<file path="config.mk">
export PLATFORM = sky130hd
export DESIGN_NAME = param_sync_fifo
export DESIGN_NICKNAME = d
export VERILOG_FILES = /design/src/rtl/param_sync_fifo.sv
export SDC_FILE = /design/constraint.sdc
export NUM_CORES = 1
export LEC_CHECK = 0
export ABC_AREA = 1
export CAP_MARGIN = 20
export CORE_MARGIN = 4
export CORE_UTILIZATION = 59
export CTS_BUF_LIST = sky130_fd_sc_hd__clkbuf_4
export DETAILED_ROUTE_END_ITERATION = 8
export DONT_BUFFER_PORTS = 1
export MAX_ROUTING_LAYER = met4
export PLACE_DENSITY = 0.75
export SYNTH_ARGS = -nofsm -noshare
export SYNTH_HDL_FRONTEND = slang
export SYNTH_SLANG_ARGS = --single-unit
</file>
<file path="constraint.sdc">
create_clock -name clk -period 2.02 [get_ports clk]
set_clock_uncertainty 0.1 [all_clocks]
set_input_delay 0.505 -clock clk [delete_from_list [all_inputs] [get_ports clk]]
set_output_delay 0.505 -clock clk [all_outputs]
set_load 0.005 [all_outputs]
</file>
<file path="src/rtl/param_sync_fifo.sv">
// Parametrised single-clock FIFO with occupancy count, almost flags,
// overflow/underflow pulses and optional first-word-fall-through read.
//
// Ports:
//   clk, rst_n        clock and synchronous active-low reset
//   w_en, data_in     write request and write data
//   r_en, data_out    read request and read data
//   full, empty       count == DEPTH, count == 0
//   almost_full       count >= AF_LEVEL
//   almost_empty      count <= AE_LEVEL
//   count             occupancy, 0..DEPTH
//   overflow          one-cycle pulse after a rejected write
//   underflow         one-cycle pulse after a rejected read
module param_sync_fifo #(
  parameter int DATA_WIDTH = 8,
  parameter int DEPTH      = 16,
  parameter int AF_LEVEL   = DEPTH - 2,
  parameter int AE_LEVEL   = 2,
  parameter int FWFT       = 0
) (
  input  logic                   clk,
  input  logic                   rst_n,
  input  logic                   w_en,
  input  logic [DATA_WIDTH-1:0]  data_in,
  input  logic                   r_en,
  output logic [DATA_WIDTH-1:0]  data_out,
  output logic                   full,
  output logic                   empty,
  output logic                   almost_full,
  output logic                   almost_empty,
  output logic [$clog2(DEPTH):0] count,
  output logic                   overflow,
  output logic                   underflow
);

  localparam int PW = $clog2(DEPTH);
  localparam int CW = PW + 1;

  localparam logic [CW-1:0] DEPTH_C = CW'(DEPTH);
  localparam logic [CW-1:0] AF_C    = CW'(AF_LEVEL);
  localparam logic [CW-1:0] AE_C    = CW'(AE_LEVEL);

  logic [DATA_WIDTH-1:0] mem_q [DEPTH];

  logic [PW-1:0]         wr_ptr_q, wr_ptr_d;
  logic [PW-1:0]         rd_ptr_q, rd_ptr_d;
  logic [CW-1:0]         count_q, count_d;
  logic                  ovf_q, ovf_d;
  logic                  unf_q, unf_d;
  logic [DATA_WIDTH-1:0] dout_q, dout_d;

  logic wr_acc;
  logic rd_acc;

  // Flags decode the registered count so they never lag it.
  assign full         = (count_q == DEPTH_C);
  assign empty        = (count_q == '0);
  assign almost_full  = (count_q >= AF_C);
  assign almost_empty = (count_q <= AE_C);
  assign count        = count_q;
  assign overflow     = ovf_q;
  assign underflow    = unf_q;

  always_comb begin
    wr_acc   = w_en && !full;
    rd_acc   = r_en && !empty;
    wr_ptr_d = wr_ptr_q;
    rd_ptr_d = rd_ptr_q;
    count_d  = count_q;
    dout_d   = dout_q;
    ovf_d    = w_en && full;
    unf_d    = r_en && empty;

    if (wr_acc) begin
      wr_ptr_d = wr_ptr_q + 1'b1;
    end
    if (rd_acc) begin
      rd_ptr_d = rd_ptr_q + 1'b1;
      dout_d   = mem_q[rd_ptr_q];
    end

    if (wr_acc && !rd_acc) begin
      count_d = count_q + 1'b1;
    end else if (rd_acc && !wr_acc) begin
      count_d = count_q - 1'b1;
    end
  end

  always_ff @(posedge clk) begin
    if (!rst_n) begin
      wr_ptr_q <= '0;
      rd_ptr_q <= '0;
      count_q  <= '0;
      ovf_q    <= 1'b0;
      unf_q    <= 1'b0;
      dout_q   <= '0;
    end else begin
      wr_ptr_q <= wr_ptr_d;
      rd_ptr_q <= rd_ptr_d;
      count_q  <= count_d;
      ovf_q    <= ovf_d;
      unf_q    <= unf_d;
      dout_q   <= dout_d;
    end
  end

  // Storage is not reset; writes in the reset cycle are dropped.
  always_ff @(posedge clk) begin
    if (rst_n && wr_acc) begin
      mem_q[wr_ptr_q] <= data_in;
    end
  end

  // FWFT presents the head word directly; the output register is
  // then unused and trimmed by synthesis.
  generate
    if (FWFT != 0) begin : g_fwft
      assign data_out = mem_q[rd_ptr_q];
    end else begin : g_std
      assign data_out = dout_q;
    end
  endgenerate

endmodule

</file>
==> out/qor.csv, run 1 <==
stage,metric,value,unit
detailed_routing,Via density,5.40,
detailed_routing,drt wl/cell,16.8,µm
sta,Final WS setup,-0.0382,ns
power_and_ir_drop,"Power, Total",7890,µW
cells_and_area,Area growth syn-to-layout,12.3,%
critical_path,critical path class,flop to output pin,
synth,Synth Area in Simple Gates,22.7,%
synth,adder-cell area share of the yosys netlist,2.00,%
floorplanning,die area,13000,µm²
detailed_routing,DRT Pass-1 Iters,5,
floorplanning,DIE HEIGHT,114,µm
clock_network,root cell of the clock tree,clkbuf_4,
critical_path,Max stage delay on crit path,0.38,ns
synth,Yosys warnings,0,
sta,RSZ-0062 raised after global routing,true,
clock_network,Post CTS Setup Buffer Count,0,
clock_network,TritonCTS clock tree,built,
place,dpl hpwl,9.45,mm
power_and_ir_drop,leak pwr,0.00310,µW
detailed_routing,Vias,4647,
detailed_routing,post-route DRC violation count,0,
sta,Worst Tran Pin Value,0.823,ns
sta,Final Hold Vio Count,0,
power_and_ir_drop,Max IR drop VDD,687,µV
grt,global route overflow,0,
grt,pin count of the biggest net entering global routing,59,
clock_network,CTS sink count,151,
cells_and_area,most frequent cells in the layout,"nand2_1, edfxtp_1, nand3_1",
sta,Max Slew Vio Count,0,
grt,initial antenna violation count,1,
critical_path,RR Startpoint,count[1],
grt,Overall Global Routing Usage,24.3,%
floorplanning,Initial Util,60.6,%
synth,synthesized cell area,6630,µm²
critical_path,CP max FO,2,
synth,post-synthesis cell count,675,
synth,xor/xnor cell area share of the yosys netlist,0.661,%
status,failing checks,setup timing,
synth,Unique masters post-synth,26,
critical_path,WP buf/inv,2,
status,status,"complete, but fails checks",
synth,Post-Syn Nets,697,
floorplanning,Horiz. Die Dim,114,µm
sta,Tcrit/Tclk final,102,%
critical_path,crit path cell chain,nor2_4 > nand4_1 > buf_4 > inv_2,
detailed_routing,final wirelength,14.4,mm
critical_path,WP data arrival,1.45,ns
clock_network,Worst-Skew Late Latency,0.53,ns
synth,Synth Area in Compound Gates,1.89,%
place,Post-Place Worst Slack,-0.0925,ns
clock_network,clock-pin slew on the worst setup and hold paths,0.13,ns
sta,fmax,0.486,GHz
synth,register bit total from synthesis,151,
synth,Syn Area/Cell,9.82,µm²
critical_path,"CP delay by family, top",flip-flops,
floorplanning,Std-Cell Rows,38,
sta,Slew headroom,45.0,%
synth,"Seq/Total Area, Yosys",64.9,%
power_and_ir_drop,PD cells,1060,nW/µm²
sta,Post-Route Setup TNS,-0.0643,ns
cells_and_area,Nets,728,
sta,Final setup viols,3,
clock_network,maximum buffer depth of the clock tree,2,
floorplanning,# IOs,31,
critical_path,CP endpoint kind,output pin,
synth,dominant combinational cell family by area after synthesis,simple AND/OR/NAND/NOR gates,
cells_and_area,Fillers,856,
synth,mux cell area share after synthesis,0,%
grt,vias in the first global route,4476,
place,Buffers on Ports,0,
cells_and_area,"most common cell after layout, fill and taps aside",nand2_1,
critical_path,Crit-path slowest cell,dfxtp_4,
critical_path,critical path required time,1.41,ns
sta,"Min Clock Period, post-route",2.06,ns
critical_path,CP Launch Type,flop,
grt,first-pass GRT wire length,23.1,mm
clock_network,H-tree Lvls,4,
clock_network,CTS Buf Count,17,
cells_and_area,layout cells sized above 1,14.2,%
worst_hold_path,min-delay worst type,primary input to flop,
critical_path,crit path from,count[1],
place,routability cong.,0.889,
detailed_routing,Iter 0 DRT Violations,378,
floorplanning,area of the core,10900,µm²
detailed_routing,post-route ant nets,0,
run,max-cap viol count,0,
worst_hold_path,hold path start,w_en,
## cell type report
type                    count  area (µm²)  share of cell area [%]
multi-input cells         402        1970                    26.4
well taps                 140         175                    2.35
repair buffers             40         344                    4.62
clock inverters            15         156                    2.10
diodes                      1        2.50                  0.0336
clock buffers              17         128                    1.71
flip-flops and latches    151        4320                    57.9
inverters                  94         358                    4.80
## where the power goes
group          internal (µW)  total [µW]  switching, µW
registers               3550        3680            127
clock network            732        1790           1060
logic                    910        2410           1500
## synthesized netlist by cell type
library cell / instances / share of area [%]
buf_1: 1 / 0.057
edfxtp_1: 128 / 58
clkbuf_1: 4 / 0.23
buf_6: 2 / 0.34
nand2_1: 225 / 13
ha_1: 9 / 1.7
xor2_1: 4 / 0.53
clkinv_1: 2 / 0.11
fa_1: 1 / 0.30
buf_2: 13 / 0.98
o21bai_1: 1 / 0.11
a21oi_2: 1 / 0.13
nand2_4: 1 / 0.17
dfxtp_1: 23 / 6.9
o21ai_0: 8 / 0.60
nor2_1: 41 / 2.3
inv_2: 5 / 0.28
a21oi_1: 12 / 0.91
nand4_2: 1 / 0.19
nand3_1: 94 / 7.1
xnor2_1: 1 / 0.13
a2111oi_0: 1 / 0.13
inv_1: 87 / 4.9
buf_4: 8 / 0.91
nand2_2: 1 / 0.094
nand4_1: 1 / 0.094
## worst register-to-register path: cells and delay by family, from the launching register on
kind	cells	cell delay, ns
AOI/OAI and AO/OA	2	0.22
DFF	1	0.38
and+or+nand+nor	8	0.75
adders and majority gates	2	0.38
buffers and inverters	2	0.14
## layer usage
metal  share of wire (%)  global-route usage, %
met2                  49                   37.4
met5                   0                      -
met3                 7.7                   5.78
met1                  40                   31.5
met4                 2.7                   9.58
## final timing paths
path                  to  slack (ns)  cells past startpoint
max                 full       -0.04                      4
min          wr_ptr_q[0]        0.14                      3
max reg2reg     count[4]       -0.02                     14
min reg2reg  wr_ptr_q[3]        0.43                      2
## kinds of logic after synthesis
group	count (synthesis)
compound gates	23
xor+xnor	5
fa+ha+maj	10
buf+inv	122
flops	151
simple gates	364
## through the flow
step / hold slack, ns / utilization, % / std cells / instance area [µm²]
after floorplan: 0.371 / - / 675 / 6660
after global placement: 0.401 / 63.1 / 816 / 6900
after detailed placement: 0.415 / 63.1 / 816 / 6900
after CTS: 0.116 / 67.3 / 859 / 7360
after global routing: 0.0930 / 68.1 / 860 / 7450
final: 0.145 / 68.1 / 860 / 7450
## state kept, by name, indices dropped and copies added (netlist names)
name,cells
mem_q,128
count,5
underflow,1
overflow,1
data_out,8
wr_ptr_q,4
rd_ptr_q,4
## what timing repair did
item                                    4_1_cts  5_1_grt
hold buffers                                 11        0
gates cloned                                  0        0
resized for setup                            22       18
endpoints found under the setup margin       85       51
pin swaps                                     4        4
endpoints found under the hold margin       138        0
(Power assumes the default switching activity.)
==> run 2: changes to the inputs <==
--- a/config.mk
+++ b/config.mk
@@ -6,7 +6,9 @@
 export NUM_CORES = 1
 export LEC_CHECK = 0
 export ABC_AREA = 1
+export ABC_CLOCK_PERIOD_IN_PS = 2020
 export CAP_MARGIN = 20
+export CORE_ASPECT_RATIO = 0.6
 export CORE_MARGIN = 4
 export CORE_UTILIZATION = 59
 export CTS_BUF_LIST = sky130_fd_sc_hd__clkbuf_4
==> run 2 against run 1 <==
  * The run still ends with setup timing left
  * Final cell count rose by 0.81%
  * Sequential share of layout area fell by 0.72 points
  * Total power rose by 6.0%
  * Critical path depth fell by 1
  * Worst setup slack got worse by 0.082 ns
  * Clock power rose by 18%
  * Final area rose by 1.3%
  * Critical endpoint is now almost_empty
  * Highest routed layer unchanged
==> out/qor.csv, run 2 (synthesized netlist as in run 1, its figures left out) <==
stage,metric,value,unit,change
status,status,"complete, but fails checks",,unchanged
status,failing checks,setup timing,,unchanged
clock_network,Worst-Skew Late Latency,0.54,ns,was 0.53 ns
detailed_routing,DRT Pass-1 Iters,5,,unchanged
detailed_routing,Via density,5.51,,was 5.40
worst_hold_path,Worst Hold Depth,3,,unchanged
clock_network,root cell of the clock tree,clkbuf_4,,unchanged
cells_and_area,"most common cell after layout, fill and taps aside",nand2_1,,unchanged
critical_path,CP Launch Type,flop,,unchanged
detailed_routing,post-route ant nets,0,,unchanged
sta,Slew headroom,51.0,%,was 45.0%
cells_and_area,max FFs per register,128,,unchanged
floorplanning,# IOs,31,,unchanged
floorplanning,DIE HEIGHT,90.1,µm,was 114 µm
floorplanning,die area,13100,µm²,was 13000 µm²
grt,first-pass GRT wire length,24.6,mm,was 23.1 mm
cells_and_area,register with the most flip-flops,mem_q,,unchanged
sta,RSZ-0062 raised after global routing,true,,unchanged
grt,Overall Global Routing Usage,25.6,%,was 24.3%
critical_path,CP max FO,4,,was 2
sta,Max Slew Vio Count,0,,unchanged
place,dpl hpwl,10.2,mm,was 9.45 mm
critical_path,Crit-path slowest cell,dfxtp_2,,was dfxtp_4
detailed_routing,final wirelength,15.4,mm,was 14.4 mm
critical_path,critical path class,flop to output pin,,unchanged
floorplanning,Initial Util,61.5,%,was 60.6%
floorplanning,Std-Cell Rows,29,,was 38
cells_and_area,Fillers,797,,was 856
cells_and_area,most frequent cells in the layout,"nand2_1, edfxtp_1, nand3_1",,unchanged
place,routability cong.,0.926,,was 0.889
power_and_ir_drop,leak pwr,0.00319,µW,was 0.00310 µW
sta,Tcrit/Tclk final,106,%,was 102%
clock_network,clock-pin slew on the worst setup and hold paths,0.14,ns,was 0.13 ns
grt,initial antenna violation count,0,,was 1
cells_and_area,Area growth syn-to-layout,13.8,%,was 12.3%
cells_and_area,layout cells sized above 1,15.2,%,was 14.2%
clock_network,H-tree Lvls,4,,unchanged
run,max-cap viol count,0,,unchanged
floorplanning,Horiz. Die Dim,145,µm,was 114 µm
cells_and_area,design area,7540,µm²,was 7450 µm²
clock_network,maximum buffer depth of the clock tree,2,,unchanged
place,# placed instances,823,,was 816
detailed_routing,Iter 0 DRT Violations,630,,was 378
sta,Post-Route Setup TNS,-0.185,ns,was -0.0643 ns
critical_path,WP buf/inv,2,,unchanged
sta,Worst Tran Pin Value,0.733,ns,was 0.823 ns
place,DP Area,6970,µm²,was 6900 µm²
floorplanning,area of the core,10800,µm²,was 10900 µm²
critical_path,crit path cell chain,buf_6 > a2111oi_4 > buf_4,,was nor2_4 > nand4_1 > buf_4 > inv_2
detailed_routing,Vias,4773,,was 4647
sta,"Min Clock Period, post-route",2.14,ns,was 2.06 ns
critical_path,Max stage delay on crit path,0.36,ns,was 0.38 ns
cells_and_area,Nets,737,,was 728
sta,Final Hold Vio Count,0,,unchanged
power_and_ir_drop,PD cells,1110,nW/µm²,was 1060 nW/µm²
clock_network,CTS Buf Count,17,,unchanged
grt,vias in the first global route,4561,,was 4476
critical_path,Reg2Reg Depth,14,,unchanged
detailed_routing,drt wl/cell,17.8,µm,was 16.8 µm
sta,fmax,0.467,GHz,was 0.486 GHz
power_and_ir_drop,"Power, Total",8360,µW,was 7890 µW
power_and_ir_drop,Max IR drop VDD,696,µV,was 687 µV
clock_network,CTS sink count,151,,unchanged
worst_hold_path,min-delay worst type,primary input to flop,,unchanged
critical_path,number of cells on the critical path,3,,was 4
critical_path,WP data arrival,1.53,ns,was 1.45 ns
critical_path,"CP delay by family, top",flip-flops,,unchanged
place,Buffers on Ports,0,,unchanged
cells_and_area,final std cells w/o fill,867,,was 860
detailed_routing,post-route DRC violation count,0,,unchanged
clock_network,TritonCTS clock tree,built,,unchanged
critical_path,CP endpoint kind,output pin,,unchanged
sta,Final WS setup,-0.120,ns,was -0.0382 ns
grt,global route overflow,0,,unchanged
sta,Final setup viols,4,,was 3
grt,pin count of the biggest net entering global routing,67,,was 59
cells_and_area,diode count,0,,was 1
critical_path,critical path required time,1.41,ns,about the same
## run 2: cell count changes in the layout (fill, tap and decap cells not counted), moves of 3 or more
cell        before  now
inv_6            2    9
clkinvlp_4       7    1
buf_4           27   32
nor2_4           9    5
buf_6            1    4
clkinv_4         3    0
nor2_2           8   11
## run 2: routing by layer
metal	vias up	GRT usage [%]	wire length (µm)
met5	-	-	0
met4	0	5.67	194
met3	28	6.73	1750
met2	243	36.0	6770
met1	2232	37.9	6720
li1	2270	-	-
## run 2: path summary, 6_finish.rpt
check              start      endpoint  slack, ns
max             count[0]  almost_empty      -0.12
min                 r_en   rd_ptr_q[0]       0.16
max reg2reg     count[3]      count[4]      -0.03
min reg2reg  wr_ptr_q[3]   wr_ptr_q[3]       0.41
## run 2: area by class of cell
cell class,instances,area [µm²],share of cell area (%)
sequential,151,4320,57.2
multi-input combinational,402,1940,25.7
timing repair buffer,49,435,5.77
inverter,94,355,4.71
clock inverter,15,199,2.64
tap,139,174,2.31
clock buffer,17,128,1.69
## run 2: what timing repair did
item / in CTS / in global routing
hold buffers: 11 / 0
buffers inserted: 1 / 0
pin swaps: 4 / 2
gates resized for setup: 27 / 10
hold endpoints to repair: 138 / 0
setup endpoints to repair: 87 / 41
## run 2: metrics by stage
step	setup WS [ns]	hold slack [ns]	util, %
floorplan	-0.00143	0.371	-
global placement	-0.0641	0.369	64.7
detailed placement	-0.104	0.387	64.7
CTS	-0.157	0.128	69.7
global route	-0.191	0.116	70.0
finish	-0.120	0.160	70.0
## run 2: worst reg2reg max path, stage by stage (launching register included)
cell and delay [ns]:
dfxtp_2 0.35, inv_1 0.07, buf_4 0.12, nand4_4 0.12, nand2_4 0.10, ha_4 0.14
inv_4 0.05, fa_2 0.35, a21oi_2 0.17, nor2_2 0.05, nor2_1 0.09, nand2_1 0.06
nand2_1 0.08, nand2_2 0.06, a21oi_2 0.11
## run 2: power breakdown
part           internal [µW]  switching, µW  leakage, µW  total (µW)
Combinational            975           1590      0.00167        2570
Sequential              3550            127      0.00134        3680
Clock                    912           1200     0.000174        2110
==> run 3: changes to the inputs <==
--- a/config.mk
+++ b/config.mk
@@ -6,7 +6,7 @@
 export NUM_CORES = 1
 export LEC_CHECK = 0
 export ABC_AREA = 1
-export ABC_CLOCK_PERIOD_IN_PS = 2020
+export ABC_CLOCK_PERIOD_IN_PS = 1900
 export CAP_MARGIN = 20
 export CORE_ASPECT_RATIO = 0.6
 export CORE_MARGIN = 4
@@ -16,6 +16,7 @@
 export DONT_BUFFER_PORTS = 1
 export MAX_ROUTING_LAYER = met4
 export PLACE_DENSITY = 0.75
+export SKIP_LAST_GASP = 1
 export SYNTH_ARGS = -nofsm -noshare
 export SYNTH_HDL_FRONTEND = slang
 export SYNTH_SLANG_ARGS = --single-unit
==> constraint.sdc (replaced) <==
create_clock -name clk -period 1.9 [get_ports clk]
set_clock_uncertainty 0.1 [all_clocks]
set_input_delay 0.475 -clock clk [delete_from_list [all_inputs] [get_ports clk]]
set_output_delay 0.475 -clock clk [all_outputs]
set_load 0.02 [all_outputs]
==> run 3 against run 2 <==
  * The flow still finishes with violations (setup timing)
  * Die area stayed put
  * Final area increased by 1.2%
  * Global-route usage about the same
  * Count of clock-buffer cells in the layout unchanged
  * Worst hold slack got worse by 0.020 ns
  * Combinational power rose by 15%
  * Utilization rose by 0.81 points
  * Wire length up 2.6%
  * Worst setup slack got worse by 0.16 ns
  * Sequential power up 8.7%
  * Non-clock buffer count decreased by 3
==> out/qor.csv, run 3 (synthesized netlist as in run 1, its figures left out) <==
stage,metric,value,unit,change
cells_and_area,Area growth syn-to-layout,15.1,%,was 13.8%
cells_and_area,design area,7630,µm²,was 7540 µm²
sta,Final WS setup,-0.278,ns,was -0.120 ns
status,status,"complete, but fails checks",,unchanged
floorplanning,die area,13100,µm²,unchanged
run,max-cap viol count,0,,unchanged
critical_path,critical path required time,1.32,ns,was 1.41 ns
sta,Max Slew Vio Count,0,,unchanged
critical_path,R2R Setup Slk,-0.21,ns,was -0.03 ns
sta,Slew headroom,52.6,%,was 51.0%
floorplanning,DIE HEIGHT,90.1,µm,unchanged
floorplanning,area of the core,10800,µm²,unchanged
clock_network,CTS Buf Count,17,,unchanged
detailed_routing,Iter 0 DRT Violations,559,,was 630
cells_and_area,max FFs per register,128,,unchanged
power_and_ir_drop,leak pwr,0.00317,µW,was 0.00319 µW
clock_network,TritonCTS clock tree,built,,unchanged
power_and_ir_drop,PD cells,1140,nW/µm²,was 1110 nW/µm²
critical_path,critical path class,flop to output pin,,unchanged
critical_path,CP max FO,4,,unchanged
sta,RSZ-0062 raised after global routing,true,,unchanged
detailed_routing,Vias,4811,,was 4773
clock_network,root cell of the clock tree,clkbuf_4,,unchanged
floorplanning,Horiz. Die Dim,145,µm,unchanged
detailed_routing,Via density,5.57,,was 5.51
sta,Final Hold Vio Count,0,,unchanged
grt,initial antenna violation count,0,,unchanged
critical_path,Crit-path slowest cell,dfxtp_4,,was dfxtp_2
critical_path,number of cells on the critical path,3,,unchanged
critical_path,RR Startpoint,count[2],,was count[3]
place,DP Area,6980,µm²,was 6970 µm²
clock_network,H-tree Lvls,4,,unchanged
critical_path,Reg2Reg Depth,14,,unchanged
sta,Worst Tran Pin Value,0.709,ns,was 0.733 ns
floorplanning,Initial Util,61.5,%,unchanged
critical_path,WP buf/inv,2,,unchanged
grt,first-pass GRT wire length,24.6,mm,about the same
sta,"Min Clock Period, post-route",2.18,ns,
detailed_routing,final wirelength,15.8,mm,was 15.4 mm
grt,Overall Global Routing Usage,25.6,%,about the same
critical_path,CP endpoint kind,output pin,,unchanged
place,Buffers on Ports,0,,unchanged
detailed_routing,post-route ant nets,0,,unchanged
floorplanning,Std-Cell Rows,29,,unchanged
critical_path,crit path cell chain,buf_8 > a2111oi_4 > buf_4,,was buf_6 > a2111oi_4 > buf_4
critical_path,WP data arrival,1.60,ns,was 1.53 ns
sta,final hold slack,0.140,ns,was 0.160 ns
detailed_routing,DRT Pass-1 Iters,5,,unchanged
cells_and_area,"most common cell after layout, fill and taps aside",nand2_1,,unchanged
grt,global route overflow,0,,unchanged
floorplanning,# IOs,31,,unchanged
cells_and_area,Fillers,751,,was 797
detailed_routing,drt wl/cell,18.4,µm,was 17.8 µm
place,routability cong.,0.820,,was 0.926
clock_network,clock-pin slew on the worst setup and hold paths,0.13,ns,was 0.14 ns
critical_path,Max stage delay on crit path,0.38,ns,was 0.36 ns
sta,Final setup viols,7,,was 4
sta,fmax,0.459,GHz,
worst_hold_path,hold path start,r_en,,unchanged
clock_network,CTS sink count,151,,unchanged
cells_and_area,final std cells w/o fill,863,,was 867
worst_hold_path,Worst Hold Depth,3,,unchanged
critical_path,r2r endpoint,count[4],,unchanged
grt,vias in the first global route,4496,,was 4561
sta,Tcrit/Tclk final,115,%,
place,dpl hpwl,10.1,mm,was 10.2 mm
cells_and_area,diode count,0,,unchanged
cells_and_area,Nets,734,,was 737
clock_network,Worst-Skew Late Latency,0.54,ns,about the same
detailed_routing,post-route DRC violation count,0,,unchanged
cells_and_area,register with the most flip-flops,mem_q,,unchanged
clock_network,maximum buffer depth of the clock tree,2,,unchanged
place,# placed instances,819,,was 823
critical_path,CP Launch Type,flop,,unchanged
power_and_ir_drop,Max IR drop VDD,663,µV,was 696 µV
worst_hold_path,min-delay worst type,primary input to flop,,unchanged
worst_hold_path,Hold EP,rd_ptr_q[0],,unchanged
status,failing checks,setup timing,,unchanged
cells_and_area,most frequent cells in the layout,"nand2_1, edfxtp_1, nand3_1",,unchanged
cells_and_area,layout cells sized above 1,14.9,%,was 15.2%
critical_path,"CP delay by family, top",flip-flops,,unchanged
grt,pin count of the biggest net entering global routing,67,,unchanged
-- run 3: cell count changes in the layout (fill, tap and decap cells not counted), sizes merged --
cell,change
clkinv,+7
dlygate4sd3,+1
inv,-8
bufinv,-2
clkinvlp,+2
buf,-4
-- run 3: per-stage QoR --
stage	setup WS [ns]	total power, µW	utilization [%]	setup TNS (ns)
floorplan	-0.148	5870	-	-0.168
global placement	-0.112	6550	64.8	-6.11
detailed placement	-0.208	6630	64.8	-16.12
CTS	-0.289	8610	69.7	-3.28
global route	-0.337	9200	70.8	-1.83
finish	-0.278	8740	70.8	-1.17
-- run 3: cell type report --
cell class / instances / area (µm²) / share of cell area (%)
clock buffers: 17 / 128 / 1.67
clock inverters: 14 / 108 / 1.41
inverters: 94 / 368 / 4.82
multi-input cells: 402 / 2050 / 26.9
flip-flops and latches: 151 / 4320 / 56.6
well taps: 139 / 174 / 2.28
repair buffers: 46 / 483 / 6.33
-- run 3: repair_timing --
item                                    CTS  global route
endpoints found under the setup margin  127            75
endpoints found under the hold margin   138             0
resized for setup                        50            21
buffers inserted                          0             2
cloned                                    0             0
pin swaps                                 6             7
hold buffers                             12             0
-- run 3: worst max-delay path by stage --
stage / startpoint / to / slack (ns)
finish: count[0] / almost_empty / -0.28
global route: count[0] / almost_empty / -0.34
CTS: count[0] / almost_empty / -0.29
detailed placement: count[3] / mem_q[4][7] / -0.21
global placement: count[2] / count[4] / -0.11
floorplan: count[3] / count[4] / -0.15
-- run 3: power by group --
| group | switching, µW | internal [µW] | leakage (µW) |
|---|---|---|---|
| clock network | 1150 | 626 | 0.000122 |
| logic | 1850 | 1120 | 0.00170 |
| registers | 218 | 3780 | 0.00135 |
-- run 3: layer usage --
layer / global-route usage [%] / vias up / routed length [µm]
li1: - / 2265 / -
met1: 38.5 / 2244 / 6970
met4: 7.61 / 0 / 240
met3: 5.20 / 33 / 1620
met2: 35.4 / 269 / 7010
met5: - / - / 0
-- run 3: worst reg2reg max path, stage by stage, from the launching register on --
cell and delay [ns]:
dfxtp_4 0.38, nor2_4 0.16, nand4_1 0.18, nand2_2 0.15, inv_4 0.05, ha_4 0.16
inv_4 0.08, ha_4 0.21, a21oi_2 0.13, nor2_1 0.06, nor2_1 0.09, nand2_1 0.06
nand2_1 0.06, nand2_1 0.05, a21oi_1 0.12
